File: config.mk
export PLATFORM = sky130hd
export DESIGN_NAME = sram_ro_streamer_flat
export DESIGN_NICKNAME = d
export VERILOG_FILES = /design/src/rtl/sram_ro_streamer_if.sv /design/src/rtl/sram_ro_streamer.sv /design/src/flat_wrapper.sv
export SDC_FILE = /design/constraint.sdc
export NUM_CORES = 1
export LEC_CHECK = 0
export ABC_AREA = 1
export BUFFER_PORTS_ARGS = -buffer_cell sky130_fd_sc_hd__buf_2
export CAP_MARGIN = 20
export CORE_MARGIN = 2
export CORE_UTILIZATION = 35
export DETAILED_ROUTE_END_ITERATION = 10
export PLACE_DENSITY = 0.5
export SLEW_MARGIN = 20
export SYNTH_ARGS = -nofsm -noshare
export SYNTH_HDL_FRONTEND = slang
export SYNTH_SLANG_ARGS = --single-unit
File: constraint.sdc
create_clock -name core_clk -period 2.28 [get_ports core_clk]
set_input_delay 0.342 -clock core_clk [delete_from_list [all_inputs] [get_ports core_clk]]
set_output_delay 0.342 -clock core_clk [all_outputs]
set_load 0.005 [all_outputs]
File: src/rtl/sram_ro_streamer_if.sv
// Signal bundle for sram_ro_streamer: request/status, byte stream and SRAM read-only port.
// The streamer uses the master modport. Its environment (requester, consumer, SRAM) uses slave.
interface sram_ro_streamer_if;
    logic        start;
    logic [7:0]  start_addr;
    logic [8:0]  word_count;
    logic        abort;
    logic        busy;
    logic        done;
    logic [7:0]  byte_data;
    logic        byte_valid;
    logic        byte_ready;
    logic        sram_ro_csb;
    logic [7:0]  sram_ro_addr;
    logic [31:0] sram_ro_data;

    modport master (
        input  start, start_addr, word_count, abort, byte_ready, sram_ro_data,
        output busy, done, byte_data, byte_valid, sram_ro_csb, sram_ro_addr
    );

    modport slave (
        output start, start_addr, word_count, abort, byte_ready, sram_ro_data,
        input  busy, done, byte_data, byte_valid, sram_ro_csb, sram_ro_addr
    );
endinterface

File: src/rtl/sram_ro_streamer.sv
// Reads a block of words through the SRAM read-only port and streams them out LSB byte first,
// using a 2-entry word FIFO so fetches overlap with byte output.
module sram_ro_streamer #(
    parameter int unsigned MAX_WORDS = 256
) (
    input logic                core_clk,
    input logic                core_rstn,
    sram_ro_streamer_if.master bus
);
    localparam logic [8:0] MaxCount = 9'(MAX_WORDS);

    typedef enum logic [1:0] {StIdle, StRead, StCapture} fetch_state_e;

    fetch_state_e state_q, state_d;
    logic [7:0]   addr_q, addr_d;
    logic [8:0]   fetch_left_q, fetch_left_d;
    logic [8:0]   words_left_q, words_left_d;
    logic         busy_q, busy_d;
    logic         done_q, done_d;

    logic [31:0]  fifo_mem_q [2];
    logic         fifo_wr_q, fifo_wr_d;
    logic         fifo_rd_q, fifo_rd_d;
    logic [1:0]   fifo_cnt_q, fifo_cnt_d;

    logic [31:0]  ser_word_q, ser_word_d;
    logic [1:0]   ser_idx_q, ser_idx_d;
    logic         ser_valid_q, ser_valid_d;

    logic [8:0]   req_count;
    logic         start_ok;
    logic         handshake;
    logic         last_byte;
    logic         capture;
    logic         ser_free;
    logic         pop;
    logic         bypass;
    logic         push;

    always_comb begin
        req_count = (bus.word_count > MaxCount) ? MaxCount : bus.word_count;
        start_ok  = bus.start && !busy_q && !bus.abort;
        handshake = ser_valid_q && bus.byte_ready;
        last_byte = handshake && (ser_idx_q == 2'd3);
        capture   = (state_q == StCapture) && !bus.abort;
        ser_free  = !ser_valid_q || last_byte;
        pop       = ser_free && (fifo_cnt_q != 2'd0);
        // An empty FIFO and an idle serializer take the SRAM word directly, saving a cycle.
        bypass    = ser_free && (fifo_cnt_q == 2'd0) && capture;
        push      = capture && !bypass;
    end

    always_comb begin
        fifo_wr_d  = fifo_wr_q ^ push;
        fifo_rd_d  = fifo_rd_q ^ pop;
        fifo_cnt_d = fifo_cnt_q + {1'b0, push} - {1'b0, pop};
        if (bus.abort) begin
            fifo_wr_d  = 1'b0;
            fifo_rd_d  = 1'b0;
            fifo_cnt_d = 2'd0;
        end
    end

    // A new read is issued only if its word will have a FIFO slot when it lands.
    always_comb begin
        state_d      = state_q;
        addr_d       = addr_q;
        fetch_left_d = fetch_left_q;
        unique case (state_q)
            StIdle: begin
                if (start_ok && (req_count != 9'd0)) begin
                    state_d      = StRead;
                    addr_d       = bus.start_addr;
                    fetch_left_d = req_count - 9'd1;
                end else if (busy_q && (fetch_left_q != 9'd0) && (fifo_cnt_d < 2'd2)) begin
                    state_d      = StRead;
                    fetch_left_d = fetch_left_q - 9'd1;
                end
            end
            StRead: state_d = StCapture;
            StCapture: begin
                addr_d = addr_q + 8'd1;
                if ((fetch_left_q != 9'd0) && (fifo_cnt_d < 2'd2)) begin
                    state_d      = StRead;
                    fetch_left_d = fetch_left_q - 9'd1;
                end else begin
                    state_d = StIdle;
                end
            end
            default: state_d = StIdle;
        endcase
        if (bus.abort) begin
            state_d      = StIdle;
            fetch_left_d = 9'd0;
        end
    end

    always_comb begin
        ser_word_d  = ser_word_q;
        ser_idx_d   = ser_idx_q;
        ser_valid_d = ser_valid_q;
        if (handshake) begin
            ser_word_d = {8'h00, ser_word_q[31:8]};
            ser_idx_d  = ser_idx_q + 2'd1;
        end
        if (pop) begin
            ser_word_d  = fifo_mem_q[fifo_rd_q];
            ser_idx_d   = 2'd0;
            ser_valid_d = 1'b1;
        end else if (bypass) begin
            ser_word_d  = bus.sram_ro_data;
            ser_idx_d   = 2'd0;
            ser_valid_d = 1'b1;
        end else if (last_byte) begin
            ser_valid_d = 1'b0;
        end
        if (bus.abort) begin
            ser_valid_d = 1'b0;
            ser_idx_d   = 2'd0;
        end
    end

    always_comb begin
        busy_d       = busy_q;
        done_d       = 1'b0;
        words_left_d = words_left_q;
        if (start_ok) begin
            if (req_count == 9'd0) begin
                done_d = 1'b1;
            end else begin
                busy_d       = 1'b1;
                words_left_d = req_count;
            end
        end
        if (last_byte) begin
            words_left_d = words_left_q - 9'd1;
            if (words_left_q == 9'd1) begin
                busy_d = 1'b0;
                done_d = 1'b1;
            end
        end
        if (bus.abort) begin
            busy_d       = 1'b0;
            done_d       = 1'b0;
            words_left_d = 9'd0;
        end
    end

    always_ff @(posedge core_clk or negedge core_rstn) begin
        if (!core_rstn) begin
            state_q       <= StIdle;
            addr_q        <= 8'd0;
            fetch_left_q  <= 9'd0;
            words_left_q  <= 9'd0;
            busy_q        <= 1'b0;
            done_q        <= 1'b0;
            fifo_mem_q[0] <= 32'd0;
            fifo_mem_q[1] <= 32'd0;
            fifo_wr_q     <= 1'b0;
            fifo_rd_q     <= 1'b0;
            fifo_cnt_q    <= 2'd0;
            ser_word_q    <= 32'd0;
            ser_idx_q     <= 2'd0;
            ser_valid_q   <= 1'b0;
        end else begin
            state_q      <= state_d;
            addr_q       <= addr_d;
            fetch_left_q <= fetch_left_d;
            words_left_q <= words_left_d;
            busy_q       <= busy_d;
            done_q       <= done_d;
            if (push) begin
                fifo_mem_q[fifo_wr_q] <= bus.sram_ro_data;
            end
            fifo_wr_q    <= fifo_wr_d;
            fifo_rd_q    <= fifo_rd_d;
            fifo_cnt_q   <= fifo_cnt_d;
            ser_word_q   <= ser_word_d;
            ser_idx_q    <= ser_idx_d;
            ser_valid_q  <= ser_valid_d;
        end
    end

    assign bus.busy         = busy_q;
    assign bus.done         = done_q;
    assign bus.byte_data    = ser_word_q[7:0];
    assign bus.byte_valid   = ser_valid_q;
    assign bus.sram_ro_csb  = (state_q != StRead);
    assign bus.sram_ro_addr = addr_q;
endmodule

File: src/flat_wrapper.sv
// flat-port wrapper written by rule: the top's interface ports become plain ports
module sram_ro_streamer_flat 
#(
    parameter int unsigned MAX_WORDS = 256
)
  (core_clk, core_rstn, bus_start, bus_start_addr, bus_word_count, bus_abort, bus_byte_ready, bus_sram_ro_data, bus_busy, bus_done, bus_byte_data, bus_byte_valid, bus_sram_ro_csb, bus_sram_ro_addr);
  sram_ro_streamer_if bus_i ();
  input logic core_clk;
  input logic core_rstn;
  input wire logic [$bits(bus_i.start)-1:0] bus_start;
  input wire logic [$bits(bus_i.start_addr)-1:0] bus_start_addr;
  input wire logic [$bits(bus_i.word_count)-1:0] bus_word_count;
  input wire logic [$bits(bus_i.abort)-1:0] bus_abort;
  input wire logic [$bits(bus_i.byte_ready)-1:0] bus_byte_ready;
  input wire logic [$bits(bus_i.sram_ro_data)-1:0] bus_sram_ro_data;
  output wire logic [$bits(bus_i.busy)-1:0] bus_busy;
  output wire logic [$bits(bus_i.done)-1:0] bus_done;
  output wire logic [$bits(bus_i.byte_data)-1:0] bus_byte_data;
  output wire logic [$bits(bus_i.byte_valid)-1:0] bus_byte_valid;
  output wire logic [$bits(bus_i.sram_ro_csb)-1:0] bus_sram_ro_csb;
  output wire logic [$bits(bus_i.sram_ro_addr)-1:0] bus_sram_ro_addr;
  assign bus_i.start = bus_start;
  assign bus_i.start_addr = bus_start_addr;
  assign bus_i.word_count = bus_word_count;
  assign bus_i.abort = bus_abort;
  assign bus_i.byte_ready = bus_byte_ready;
  assign bus_i.sram_ro_data = bus_sram_ro_data;
  assign bus_busy = bus_i.busy;
  assign bus_done = bus_i.done;
  assign bus_byte_data = bus_i.byte_data;
  assign bus_byte_valid = bus_i.byte_valid;
  assign bus_sram_ro_csb = bus_i.sram_ro_csb;
  assign bus_sram_ro_addr = bus_i.sram_ro_addr;
  sram_ro_streamer #(.MAX_WORDS(MAX_WORDS)) u_core (.core_clk(core_clk), .core_rstn(core_rstn), .bus(bus_i));
endmodule
==> results.sh <==
export IMPL_highest_layer="met4"
export IMPL_path_delay_family="simple AND/OR/NAND/NOR gates"
export IMPL_met2_length_um=7490
export IMPL_ys_ff_latch=133
export IMPL_ys_seq_area_frac=0.473
export IMPL_cp_arrival_ns=2.51
export IMPL_synthDistinctLibCells=37
export IMPL_gr_total_overflow=0
export IMPL_peakVddDrop_v=0.000457
export IMPL_grt_max_degree=50
export IMPL_drive_gt1_frac=0.171
export IMPL_final_max_slew_violation_count=0
export IMPL_clock_skew_ns=0.00805
export IMPL_p_switching_mw=2.55
export IMPL_yosys_area_top_type="dfrtp_1"
export IMPL_p_leak_nw=4.25
export IMPL_synth_area_leaders="dfrtp_1 (47%), nand2_1 (13%), o21ai_0 (5.4%)"
export IMPL_post_place_ws_ns=0.106
export IMPL_yosysTopAreaCellShare=0.473
export IMPL_crit_top_cell="nand2_1"
export IMPL_slowest_delay_ns=0.39
export IMPL_synth_warnings=0
export IMPL_fin_crit_sh=0.947
export IMPL_firstDrtPassIters=4
export IMPL_final_setup_tns_ns=0
export IMPL_drv_cap=0
export IMPL_synth_fp_nets=970
export IMPL_cts_path_max_buffers=2
export IMPL_cts_inserted_buffers=17
export IMPL_p_total_mw=8.08
export IMPL_postSynthAreaPerCell_um2=7.76
export IMPL_cp_cell_sequence="ha_1, nand3_2, nand2_2, nand3_1, o21ai_0, ha_1, inv_1, nand2_1, nand3_2, nand2_1, nand2_1, nand2_1, nor2_4, buf_2, buf_4"
export IMPL_routed_wl_um=17200
export IMPL_wl_met1_um=8740
export IMPL_antenna_found_initial=0
export IMPL_port_buffers=73
export IMPL_relSlewSlack=0.671
export IMPL_fmax_mhz=463
export IMPL_drtIter0Drc=263
export IMPL_worst_slew_pin_slew_ns=0.494
export IMPL_clk_latency_ns=0.41
export IMPL_synth_edf_count=0
export IMPL_wire_per_inst_um=13.7
export IMPL_viasPerCell=4.67
export IMPL_fillers=2036
export IMPL_min_path_type="in2reg"
export IMPL_num_io_pins=74
export IMPL_wl_met3_um=653
export IMPL_p_comb_frac=0.256
export IMPL_crit_path_start_kind="register"
export IMPL_ant_nets=0
export IMPL_p_clk_frac=0.329
export IMPL_vias=5857
export IMPL_areaGrowthSynthToFinish_pct=19.2
export IMPL_clkSlewWorstSetupHoldPaths_ns=0.06
export IMPL_grt_pass1_vias=5615
export IMPL_cellPowerDensity_mw_per_mm2=964
export IMPL_die_area_mm2=0.0212
export IMPL_sequentialPowerShare=0.415
export IMPL_status="complete, no violations"
export IMPL_cts_root_buf="clkbuf_16"
export IMPL_finalCriticalPeriod_ns=2.16
export IMPL_end_kind="register"
export IMPL_p_int_mw=5.53
export IMPL_cts_tree="yes"
export IMPL_synth_ff_type="dfrtp_1"
export IMPL_critical_path_class="reg2reg"
export IMPL_fin_ws_ns=0.120
export IMPL_hold_violations=0
export IMPL_fp_dieH_um=146
export IMPL_grt_usage=0.168
export IMPL_htreeDepth=4
export IMPL_netlist_instances=906
export IMPL_rows=51
export IMPL_drc_errors=0
export IMPL_synthesis_area_mm2=0.00703
export IMPL_diodes=0
export IMPL_die_w_um=146
export IMPL_final_cell_mix="nand2_1 (246), dfrtp_1 (133), inv_1 (89)"
export IMPL_sw_frac_of_total=0.315
export IMPL_cts_sinks=133
export IMPL_critical_path_required_ns=2.63
export IMPL_dp_hpwl_um=11600
export IMPL_place_gp_congestion=0.878
export IMPL_crit_buf_inv=3
export IMPL_nets=1042
export IMPL_initial_core_util=0.359
export IMPL_synthArstFlopShare=1.00
export IMPL_core_area_mm2=0.0196
export IMPL_grt_pass1_wl_um=28900
export IMPL_critPathSlowestCell="dfrtp_1"
export IMPL_final_common_cell="nand2_1"
export IMPL_finalSetupViolCount=0
export IMPL_worstPathMaxFanout=5
[state kept, by name, indices dropped and copies added (netlist names)]
| name | cells |
|---|---|
| u_core.words_left_q | 9 |
| u_core.state_q | 2 |
| u_core.fifo_mem_q | 64 |
| u_core.ser_word_q | 32 |
| u_core.bus.done | 1 |
| u_core.fifo_rd_q | 1 |
| u_core.bus.sram_ro_addr | 8 |
| u_core.ser_idx_q | 2 |
| u_core.fifo_cnt_q | 2 |
| u_core.bus.byte_valid | 1 |
| u_core.bus.busy | 1 |
| u_core.fetch_left_q | 9 |
| u_core.fifo_wr_q | 1 |
[power by group through the flow]
| stage | logic (mW) | clock network (mW) | registers, mW |
|---|---|---|---|
| 2_1_floorplan | 1.57 | 0 | 3.32 |
| 3_3_place_gp | 2.05 | 0 | 3.39 |
| 3_5_place_dp | 2.07 | 0 | 3.39 |
| 4_1_cts | 2.08 | 2.72 | 3.36 |
| 5_1_grt | 2.43 | 2.85 | 3.45 |
| 6_report | 2.07 | 2.65 | 3.35 |
[worst paths after layout]
path / to / cells past startpoint / slack (ns) / start
max reg2reg: u_core.state_q[0]$_DFFE_PN0P_ / 15 / 0.12 / u_core.ser_idx_q[0]$_DFFE_PN0P_
min: u_core.fifo_mem_q[22]$_DFFE_PN0P_ / 3 / 0.17 / bus_sram_ro_data[22]
min in group asynchronous: u_core.fifo_mem_q[2]$_DFFE_PN0P_ / 2 / 0.44 / core_rstn
min reg2reg: u_core.ser_word_q[1]$_DFFE_PN0P_ / 2 / 0.47 / u_core.ser_word_q[1]$_DFFE_PN0P_
max in group asynchronous: u_core.ser_word_q[18]$_DFFE_PN0P_ / 3 / 1.24 / core_rstn
max: u_core.state_q[0]$_DFFE_PN0P_ / 15 / 0.12 / u_core.ser_idx_q[0]$_DFFE_PN0P_
[worst reg2reg max path, stage by stage (launching register included)]
cell and delay (ns):
dfrtp_1 0.39, ha_1 0.24, nand3_2 0.10, nand2_2 0.08, nand3_1 0.10, o21ai_0 0.09, ha_1 0.22, inv_1 0.05
nand2_1 0.06, nand3_2 0.09, nand2_1 0.05, nand2_1 0.09, nand2_1 0.10, nor2_4 0.14, buf_2 0.18, buf_4 0.12
[synthesized netlist by cell type, types with 2 or more instances]
| cell | n |
|---|---|
| mux2_2 | 8 |
| xor2_1 | 8 |
| a21oi_1 | 60 |
| o21ai_2 | 2 |
| o21ai_0 | 76 |
| o21ai_1 | 22 |
| nor2_2 | 2 |
| a31oi_1 | 18 |
| clkbuf_1 | 21 |
| o211ai_1 | 16 |
| buf_6 | 4 |
| nor2_1 | 75 |
| buf_4 | 12 |
| xnor2_1 | 5 |
| nand2_1 | 246 |
| nor2_4 | 2 |
| o31ai_1 | 2 |
| nand3_1 | 46 |
| nand4_1 | 5 |
| ha_1 | 10 |
| nor3_1 | 5 |
| inv_1 | 89 |
| dfrtp_1 | 133 |
| nand2_2 | 4 |
| buf_1 | 6 |
| inv_2 | 5 |
| nand3_2 | 4 |
| buf_2 | 10 |
| nand2_4 | 2 |
[metal layers]
metal | GRT usage | up-vias
li1 | - | 3070
met1 | 0.246 | 2683
met2 | 0.247 | 87
met3 | 0.0351 | 17
met4 | 0.0574 | 0
met5 | 0 | -
[what timing repair did]
action | CTS | global route
hold endpoints to repair | 44 | 0
endpoints found under the setup margin | 0 | 9
resized for setup | 0 | 1
hold buffers | 1 | 0
setup buffers | 0 | 4
[final cells by class]
cell class                 count  area, um^2  share of cell area
multi-input combinational    625        3070               0.366
clock inverter                10         106              0.0127
tap                          265         332              0.0396
timing repair buffer         106         732              0.0873
inverter                      95         357              0.0426
clock buffer                  21         460              0.0549
sequential                   133        3330               0.397
[metrics by stage]
stage	util	hold WS [ns]	area [um^2]	cells
6_report	0.428	0.169	8380	1255
5_1_grt	0.428	0.159	8380	1255
4_1_cts	0.426	0.157	8350	1251
3_5_place_dp	0.397	0.327	7770	1219
3_3_place_gp	0.397	0.330	7770	1219
2_1_floorplan	-	0.0464	7030	906
[logic make-up (layout without fill, tap and decap cells)]
family / after synthesis / in the layout / synth area share
adders and majority gates: 10 / 10 / 0.0178
and+or+nand+nor: 394 / 394 / 0.233
muxes: 8 / 8 / 0.0128
DFF: 133 / 133 / 0.473
AOI/OAI and AO/OA: 200 / 200 / 0.155
buffers and inverters: 148 / 232 / 0.0915
xor gates and xnor gates: 13 / 13 / 0.0162
Note: power is estimated with default switching activity, not from simulation.
